[config.mk]
export PLATFORM = sky130hd
export DESIGN_NAME = bus_arbiter
export DESIGN_NICKNAME = d
export VERILOG_FILES = /design/src/rtl/bus_arbiter.sv
export SDC_FILE = /design/constraint.sdc
export NUM_CORES = 1
export LEC_CHECK = 0
export BUFFER_PORTS_ARGS = -buffer_cell sky130_fd_sc_hd__clkbuf_2
export CAP_MARGIN = 10
export CORE_MARGIN = 5
export CORE_UTILIZATION = 38
export CTS_BUF_LIST = sky130_fd_sc_hd__clkbuf_16
export DETAILED_ROUTE_END_ITERATION = 16
export GPL_ROUTABILITY_DRIVEN = 0
export PLACE_DENSITY = 0.81
export SKIP_LAST_GASP = 1
export SLEW_MARGIN = 20
export SYNTH_ARGS = -nofsm -noshare
export SYNTH_HDL_FRONTEND = slang
export SYNTH_SLANG_ARGS = --single-unit
[constraint.sdc]
create_clock -name i_clk -period 1.48 [get_ports i_clk]
set_input_delay 0.296 -clock i_clk [delete_from_list [all_inputs] [get_ports i_clk]]
set_output_delay 0.296 -clock i_clk [all_outputs]
set_load 0.02 [all_outputs]
[src/rtl/bus_arbiter.sv]
// Shares one memory bus between the 6502 CPU wrapper and a DMA master, inserting
// fixed wait states and capping DMA bursts so the CPU always gets a slot.
module bus_arbiter #(
    parameter int AW          = 16,
    parameter int DW          = 8,
    parameter int WAIT_STATES = 1,
    parameter int MAX_BURST   = 4
) (
    input  logic          i_clk,
    input  logic          i_reset_n,
    input  logic [AW-1:0] i_cpu_addr,
    input  logic [DW-1:0] i_cpu_dat,
    input  logic          i_cpu_we,
    output logic [DW-1:0] o_cpu_dat,
    output logic          o_cpu_active,
    output logic          o_cpu_ack,
    input  logic          i_dma_req,
    input  logic [AW-1:0] i_dma_addr,
    input  logic [DW-1:0] i_dma_dat,
    input  logic          i_dma_we,
    output logic [DW-1:0] o_dma_dat,
    output logic          o_dma_ack,
    output logic          o_dma_grant,
    output logic [AW-1:0] o_mem_addr,
    output logic [DW-1:0] o_mem_dat,
    output logic          o_mem_we,
    output logic          o_mem_stb,
    input  logic [DW-1:0] i_mem_dat
);

    typedef enum logic {
        OWN_CPU = 1'b0,
        OWN_DMA = 1'b1
    } owner_t;

    localparam logic [3:0] WS_LAST       = 4'(WAIT_STATES);
    localparam logic [7:0] BURST_LAST    = 8'(MAX_BURST - 1);
    localparam logic       LAST_AT_START = (WAIT_STATES == 0);

    owner_t     owner_reg;
    logic [3:0] wcnt_reg;
    logic [7:0] bcnt_reg;
    // Registered decode of wcnt_reg == WS_LAST, i.e. this is the final cycle of the access
    logic       last_reg;
    logic       cpu_own;

    always_ff @(posedge i_clk or negedge i_reset_n) begin
        if (!i_reset_n) begin
            owner_reg <= OWN_CPU;
            wcnt_reg  <= 4'd0;
            bcnt_reg  <= 8'd0;
            last_reg  <= LAST_AT_START;
        end else begin
            case (owner_reg)
                OWN_CPU: begin
                    if (last_reg) begin
                        wcnt_reg <= 4'd0;
                        last_reg <= LAST_AT_START;
                        if (i_dma_req) begin
                            owner_reg <= OWN_DMA;
                            bcnt_reg  <= 8'd0;
                        end
                    end else begin
                        wcnt_reg <= wcnt_reg + 4'd1;
                        last_reg <= ((wcnt_reg + 4'd1) == WS_LAST);
                    end
                end
                OWN_DMA: begin
                    // A request withdrawn mid-access abandons it without an ack
                    if (!i_dma_req) begin
                        owner_reg <= OWN_CPU;
                        wcnt_reg  <= 4'd0;
                        last_reg  <= LAST_AT_START;
                    end else if (last_reg) begin
                        wcnt_reg <= 4'd0;
                        last_reg <= LAST_AT_START;
                        bcnt_reg <= bcnt_reg + 8'd1;
                        if (bcnt_reg == BURST_LAST) begin
                            owner_reg <= OWN_CPU;
                        end
                    end else begin
                        wcnt_reg <= wcnt_reg + 4'd1;
                        last_reg <= ((wcnt_reg + 4'd1) == WS_LAST);
                    end
                end
                default: begin
                    owner_reg <= OWN_CPU;
                    wcnt_reg  <= 4'd0;
                    last_reg  <= LAST_AT_START;
                end
            endcase
        end
    end

    assign cpu_own = (owner_reg == OWN_CPU);

    // Control outputs are gated by reset so an asserted reset silences the bus at once
    assign o_cpu_active = i_reset_n & cpu_own;
    assign o_cpu_ack    = i_reset_n & cpu_own & last_reg;
    assign o_dma_grant  = i_reset_n & ~cpu_own;
    assign o_dma_ack    = i_reset_n & ~cpu_own & last_reg & i_dma_req;
    assign o_mem_stb    = i_reset_n;
    assign o_mem_we     = i_reset_n & (cpu_own ? i_cpu_we : i_dma_we);

    assign o_mem_addr = cpu_own ? i_cpu_addr : i_dma_addr;
    assign o_mem_dat  = cpu_own ? i_cpu_dat : i_dma_dat;
    assign o_cpu_dat  = i_mem_dat;
    assign o_dma_dat  = i_mem_dat;

endmodule

==> implementation parameters, run 1 <==
Parameter                              Value

Power and ir drop
  Overall power ... 2265 uW
  Gate power share ... 49.2%
  Max rail drop VDD ... 0.8252 mV
  NetSw ... 847.3 uW
  Power Internal ... 1418 uW
  Power density of the placed cells ... 1268 nW/um^2
  Leakage dissipation ... 0.0009286 uW
  Sequential share of power ... 27.7%
  Net Sw Frac ... 37.41%
  Share of power burned in the clock network ... 23.2%

CTS
  Number of buffers between clock root and the deepest sink ... 2
  TritonCTS clock tree ... built
  Root buffer cell ... clkbuf_16
  H-tree levels ... 1
  Hold_buf cts ... 0
  Sinks on Clock Net ... 14
  Setup bufs post-CTS ... 0
  Clk Latency, worst-skew pair ... 0.25 ns
  Clock-pin slew of the registers on the worst-case setup and hold paths ... 0.05 ns
  Number of buffers inserted during clock tree synthesis ... 3

Setup path
  CP Data Required Time ... 1.18 ns
  Worst path arrival time ... 1.36 ns
  Category of the most critical setup path ... flip-flop to output port
  R2r endpoint ... bcnt_reg[7]
  Crit path max-delay cell type ... dfrtp_2
  CP Buf/Inv Count ... 2
  Crit end category ... output port
  Setup slack, reg-to-reg ... 0.05 ns
  Cell breakdown of the critical path ... buf_12 -> mux2_2 -> clkbuf_2
  Start of the worst register-to-register path ... owner_reg
  Delay-heaviest family, CP ... flip-flops
  Critical-path maximum fanout ... 26
  Type of origin of the critical path ... flip-flop
  Length in cells of the worst reg-to-reg path ... 4
  Highest cell delay on the worst timing path ... 0.41 ns

Cells and area
  Number of antenna cells inserted ... 0
  Total number of nets in the final design ... 262
  Max FFs per register ... 8
  Layout overhead on the synthesized area ... 47.67%
  Share of cells above drive strength 1 ... 62.44%
  Final non-filler cell area ... 1787 um^2
  Commonest cells after routing, fill and taps aside ... 72 x clkbuf_2, 17 x mux2_2, 13 x dfrtp_1
  Most common library cell in the layout ignoring fill and taps ... clkbuf_2
  Share of the core filled with cells ... 58.52%
  Final cell count without fillers ... 241

Drt
  Via density per instance ... 5.025
  Vias ... 1211
  Post-route DRC violation count ... 0
  DRT Pass-1 Iters ... 4
  Total detailed-routing wirelength ... 3.933 mm
  Initial DRC count ... 45
  Wirelength per Cell ... 16.32 um
  Remaining antenna violation count ... 0

Die
  Count of pins on the block boundary ... 107
  Die Span X ... 66.43 um
  Starting Density ... 39.63%
  Vert. Die Dim ... 66.43 um
  Number of standard-cell rows in the floorplan ... 20
  Placeable core area ... 3053 um^2
  DIE AREA ... 4412 um^2

STA
  Max Clk Rate ... 604.9 MHz
  Tightest hold margin ... 0.01838 ns
  Setup WS post-layout ... -0.1730 ns
  Setup skew after layout ... 0.0007563 ns
  Final Critical Period ... 1.653 ns
  Final hold violations ... 0
  Final period utilization ... 111.7%
  RSZ-0062 raised after global routing ... yes
  Number of setup violations in the final report ... 27
  Tightest Pin Transition ... 0.2389 ns
  Total count of max-transition violations in the final report ... 0
  Relative slew slack ... 83.85%

Global route
  First-pass GRT wire length ... 5.844 mm
  Antenna violations before repair ... 0
  Via count of the first global-routing pass ... 1233
  Pin count of the biggest net entering global routing ... 27
  Global-route total usage across every layer ... 17.63%
  GRT overflow ... 0

Min path
  Hold WC Path Type ... primary input to asynchronous set/reset pin

Yosys
  Fraction of the yosys area taken by sequential cells ... 28.96%
  Cells after Synth ... 125
  Flip-flop and latch count after synthesis ... 14
  Syn_nets ... 189
  Average cell area after synthesis ... 9.679 um^2
  Synth Cell Area ... 1210 um^2
  Warnings from Yosys ... 0
  Netlist cell types ... 36

Place
  Number of buffers inserted by port buffering ... 82
  Standard cell area after detailed placement ... 1580 um^2
  HPWL after detailed placement ... 2.961 mm
  Placed insts ... 236

Outcome
  Failing checks ... negative setup slack
  Status ... finished with violations

Flow run
  Count of maximum capacitance violations ... 0
## metal layers
metal  up-vias  wire length (um)  GRT usage (%)
li1        570                 -              -
met4         0                55          7.868
met2        63              1961          30.48
met1       572              1439          18.47
met3         6               477          7.313
met5         -                 0              0
## kinds of logic after synthesis
logic type / after synthesis / share of synthesized area [%]
mux: 27 / 24.82
simple gates: 33 / 16.13
xor+xnor: 2 / 1.448
fa+ha+maj: 3 / 3.103
buf+inv: 30 / 16.34
flops: 14 / 28.96
compound gates: 16 / 9.204
## power groups by stage
| stage | logic (uW) | clock network [uW] | registers (uW) |
|---|---|---|---|
| finish | 1110 | 525 | 627 |
| global route | 1200 | 554 | 647 |
| CTS | 1060 | 535 | 625 |
| detailed placement | 969 | 0 | 624 |
| global placement | 930 | 0 | 619 |
| floorplan | 725 | 0 | 589 |
## cell usage after synthesis
library cell / count / area share, %
a31oi_1: 1 / 0.52
nor2_1: 3 / 0.93
a21o_1: 1 / 0.62
and3b_1: 1 / 0.72
a22o_1: 2 / 1.4
o311ai_1: 1 / 0.72
mux2i_1: 3 / 2.5
xnor2_1: 1 / 0.72
nand2_4: 1 / 0.93
a21oi_1: 1 / 0.41
or3_1: 2 / 1.0
a41oi_1: 1 / 0.72
xor2_1: 1 / 0.72
or4b_1: 1 / 0.83
nand3_1: 4 / 1.7
o311ai_0: 1 / 0.72
nor3_1: 1 / 0.41
nand4b_1: 1 / 0.72
ha_1: 3 / 3.1
and3_1: 2 / 1.0
buf_6: 2 / 1.9
nor2b_1: 2 / 1.0
nand3b_1: 1 / 0.62
mux2_2: 24 / 22
inv_1: 6 / 1.9
o21ai_0: 5 / 2.1
and4_1: 1 / 0.72
buf_4: 17 / 11
a211o_1: 1 / 0.72
nand2_1: 7 / 2.2
dfrtp_1: 14 / 29
o211ai_1: 2 / 1.2
nor4b_1: 1 / 0.72
and2_1: 3 / 1.6
buf_2: 5 / 2.1
nand4_1: 2 / 1.0
## how the worst max path moves through the flow
| stage | cells past startpoint | end | slack [ns] | start |
|---|---|---|---|---|
| after floorplan | 3 | o_cpu_ack | 0.008 | owner_reg |
| after global placement | 3 | o_mem_addr[15] | 0.08 | owner_reg |
| after detailed placement | 3 | o_mem_addr[11] | 0.06 | owner_reg |
| after CTS | 3 | o_mem_addr[6] | -0.17 | owner_reg |
| after global routing | 4 | o_dma_ack | -0.21 | owner_reg |
| final | 3 | o_mem_addr[8] | -0.17 | owner_reg |
## worst register-to-register path, stage by stage, from the launching register on
cell      delay, ns
dfrtp_2        0.41
buf_12         0.18
inv_1          0.10
or3_1          0.40
o311ai_2       0.23
## area by class of cell
cell class / instances / area (um^2)
multi-input combinational: 81 / 703.2
fill: 272 / 1266
clock buffer: 3 / 75.07
clock inverter: 1 / 3.754
timing repair buffer: 92 / 575.6
inverter: 6 / 22.52
sequential: 14 / 351.6
tap: 44 / 55.05
## stage by stage
step	TNS, ns	worst slack [ns]
final	-3.790	-0.1730
after global placement	0	0.08285
after floorplan	0	0.007541
after detailed placement	0	0.05633
after CTS	-3.796	-0.1737
after global routing	-4.599	-0.2099
## timing repair
action                                 CTS  global route
resized for setup                       23            15
setup endpoints to repair               27            31
cloned                                   1             0
endpoints found under the hold margin    0             0
pin swaps                                0             0
No activity file was read; power rests on OpenSTA's default activity.
==> run 2, diff against run 1 <==
Settings changed: PLACE_DENSITY 0.81 to 0.91.
==> implementation parameters, run 2 (synthesized netlist as in run 1, its figures left out) <==
Parameter                              Value

STA
  Final period utilization ... 109.9% (-1.8 points)
  Max Clk Rate ... 614.8 MHz (+1.6%)
  Tightest Pin Transition ... 0.2503 ns (+0.01144 ns)
  Number of setup violations in the final report ... 27 (unchanged)
  Relative slew slack ... 83.08% (-0.77 points)
  Total count of max-transition violations in the final report ... 0 (unchanged)
  Final sum of negative setup slack ... -3.532 ns (+0.2579 ns)
  Final hold violations ... 0 (unchanged)
  Tightest hold margin ... 0.002807 ns (-0.01557 ns)
  Final Critical Period ... 1.627 ns (-0.02651 ns)
  RSZ-0062 raised after global routing ... yes
  Setup WS post-layout ... -0.1465 ns (+0.02651 ns)
  Setup skew after layout ... 0.004252 ns (+0.003496 ns)

Drt
  Post-route DRC violation count ... 0 (unchanged)
  Via density per instance ... 4.763 (-5.2%)
  Initial DRC count ... 22 (-51%)
  Remaining antenna violation count ... 0 (unchanged)
  DRT Pass-1 Iters ... 4 (unchanged)
  Wirelength per Cell ... 13.84 um (-15%)
  Total detailed-routing wirelength ... 3.335 mm (-15%)
  Vias ... 1148 (-5.2%)

Global route
  GRT overflow ... 0 (unchanged)
  Pin count of the biggest net entering global routing ... 29 (+7.4%)
  Busiest layer in global routing ... met2
  First-pass GRT wire length ... 4.733 mm (-19%)
  Met1 global-route usage ... 14.29% (-4.2 points)
  Global routing usage on met3 ... 4.082% (-3.2 points)
  Antenna violations before repair ... 0 (unchanged)
  Global Route met2 Usage ... 24.54% (-5.9 points)
  Via count of the first global-routing pass ... 1111 (-9.9%)
  Global-route total usage across every layer ... 13.69% (-3.9 points)

Die
  Number of standard-cell rows in the floorplan ... 20 (unchanged)
  Starting Density ... 39.63% (unchanged)
  Count of pins on the block boundary ... 107 (unchanged)
  Placeable core area ... 3053 um^2 (unchanged)
  DIE AREA ... 4412 um^2 (unchanged)
  Vert. Die Dim ... 66.43 um (unchanged)
  Die Span X ... 66.43 um (unchanged)

Min path
  Hold WC Path Type ... primary input to asynchronous set/reset pin

Power and ir drop
  Power density of the placed cells ... 1246 nW/um^2 (-1.7%)
  Leakage dissipation ... 0.0008952 uW (-3.6%)
  Max rail drop VDD ... 0.8403 mV (+1.8%)

Setup path
  Crit end category ... output port
  Category of the most critical setup path ... flip-flop to output port
  CP Data Required Time ... 1.18 ns (about the same)
  Setup slack, reg-to-reg ... 0.11 ns (+0.06 ns)
  Critical-path maximum fanout ... 11 (-58%)
  Type of origin of the critical path ... flip-flop
  Worst path arrival time ... 1.33 ns (-0.03 ns)

Cells and area
  Number of antenna cells inserted ... 0 (unchanged)
  Number of fill cells ... 285 (+4.8%)
  Share of cells above drive strength 1 ... 62.44% (unchanged)
  Max FFs per register ... 8 (unchanged)
  Final non-filler cell area ... 1704 um^2 (-4.6%)
  Most common library cell in the layout ignoring fill and taps ... clkbuf_2
  Share of the core filled with cells ... 55.82% (-2.7 points)
  Layout overhead on the synthesized area ... 40.85%
  Total number of nets in the final design ... 263 (+0.38%)
  Commonest cells after routing, fill and taps aside ... 78 x clkbuf_2, 24 x mux2_2, 13 x dfrtp_1

CTS
  Hold_buf cts ... 0 (unchanged)
  Clock-pin slew of the registers on the worst-case setup and hold paths ... 0.05 ns (about the same)
  Number of buffers between clock root and the deepest sink ... 2 (unchanged)
  H-tree levels ... 1 (unchanged)
  Clk Latency, worst-skew pair ... 0.24 ns (about the same)
  Number of buffers inserted during clock tree synthesis ... 3 (unchanged)
  Sinks on Clock Net ... 14 (unchanged)
  TritonCTS clock tree ... built
  Root buffer cell ... clkbuf_16

Outcome
  Status ... finished with violations
  Failing checks ... negative setup slack

Place
  HPWL after detailed placement ... 2.724 mm (-8.0%)
  Number of buffers inserted by port buffering ... 82 (unchanged)
  Standard cell area after detailed placement ... 1573 um^2 (-0.48%)

Flow run
  Count of maximum capacitance violations ... 0 (unchanged)
-- run 2: worst paths after layout --
kind | endpoint | start | cells past startpoint
min reg2reg | wcnt_reg[0] | wcnt_reg[0] | 1
max in group asynchronous | wcnt_reg[0] | i_reset_n | 2
min in group i_clk | bcnt_reg[0] | i_dma_req | 4
max | o_mem_addr[1] | owner_reg | 3
max reg2reg | bcnt_reg[5] | owner_reg | 4
min | bcnt_reg[2] | i_reset_n | 2
-- run 2: metal layers --
metal | vias up | part of all wire, %
met4 | 0 | 1.5
met5 | - | 0
met1 | 513 | 39
li1 | 572 | -
met2 | 54 | 49
met3 | 9 | 9.9
-- run 2: final cells by class --
| class | count | area, um^2 | share of cell area, % |
|---|---|---|---|
| Sequential cell | 14 | 351.6 | 20.63 |
| Inverter | 6 | 22.52 | 1.322 |
| Clock buffer | 3 | 75.07 | 4.405 |
| Tap cell | 44 | 55.05 | 3.231 |
| Multi-Input combinational cell | 81 | 664.4 | 38.99 |
| Timing Repair Buffer | 93 | 535.5 | 31.42 |
-- run 2: timing repair --
action                                  in CTS  in global routing
resized for setup                            1                 10
buffers inserted                             0                  2
endpoints found under the setup margin      28                 31
gates cloned                                 0                  1
-- run 2: metrics by stage --
stage,worst slack [ns],power [uW],instances
after floorplan,0.007541,1314,125
after global placement,0.09045,1534,235
after detailed placement,0.05920,1567,235
after CTS,-0.1568,2075,238
after global routing,-0.2178,2267,241
final,-0.1465,2124,241
-- run 2: where the power goes --
group | internal, uW | switching [uW]
sequential | 502 | 131
combinational | 493 | 501
clock | 353 | 144
-- run 2: worst max-delay path, stage by stage (launching register included) --
cell and delay (ns):
dfrtp_2 0.42, buf_6 0.17, mux2_2 0.34, clkbuf_2 0.16
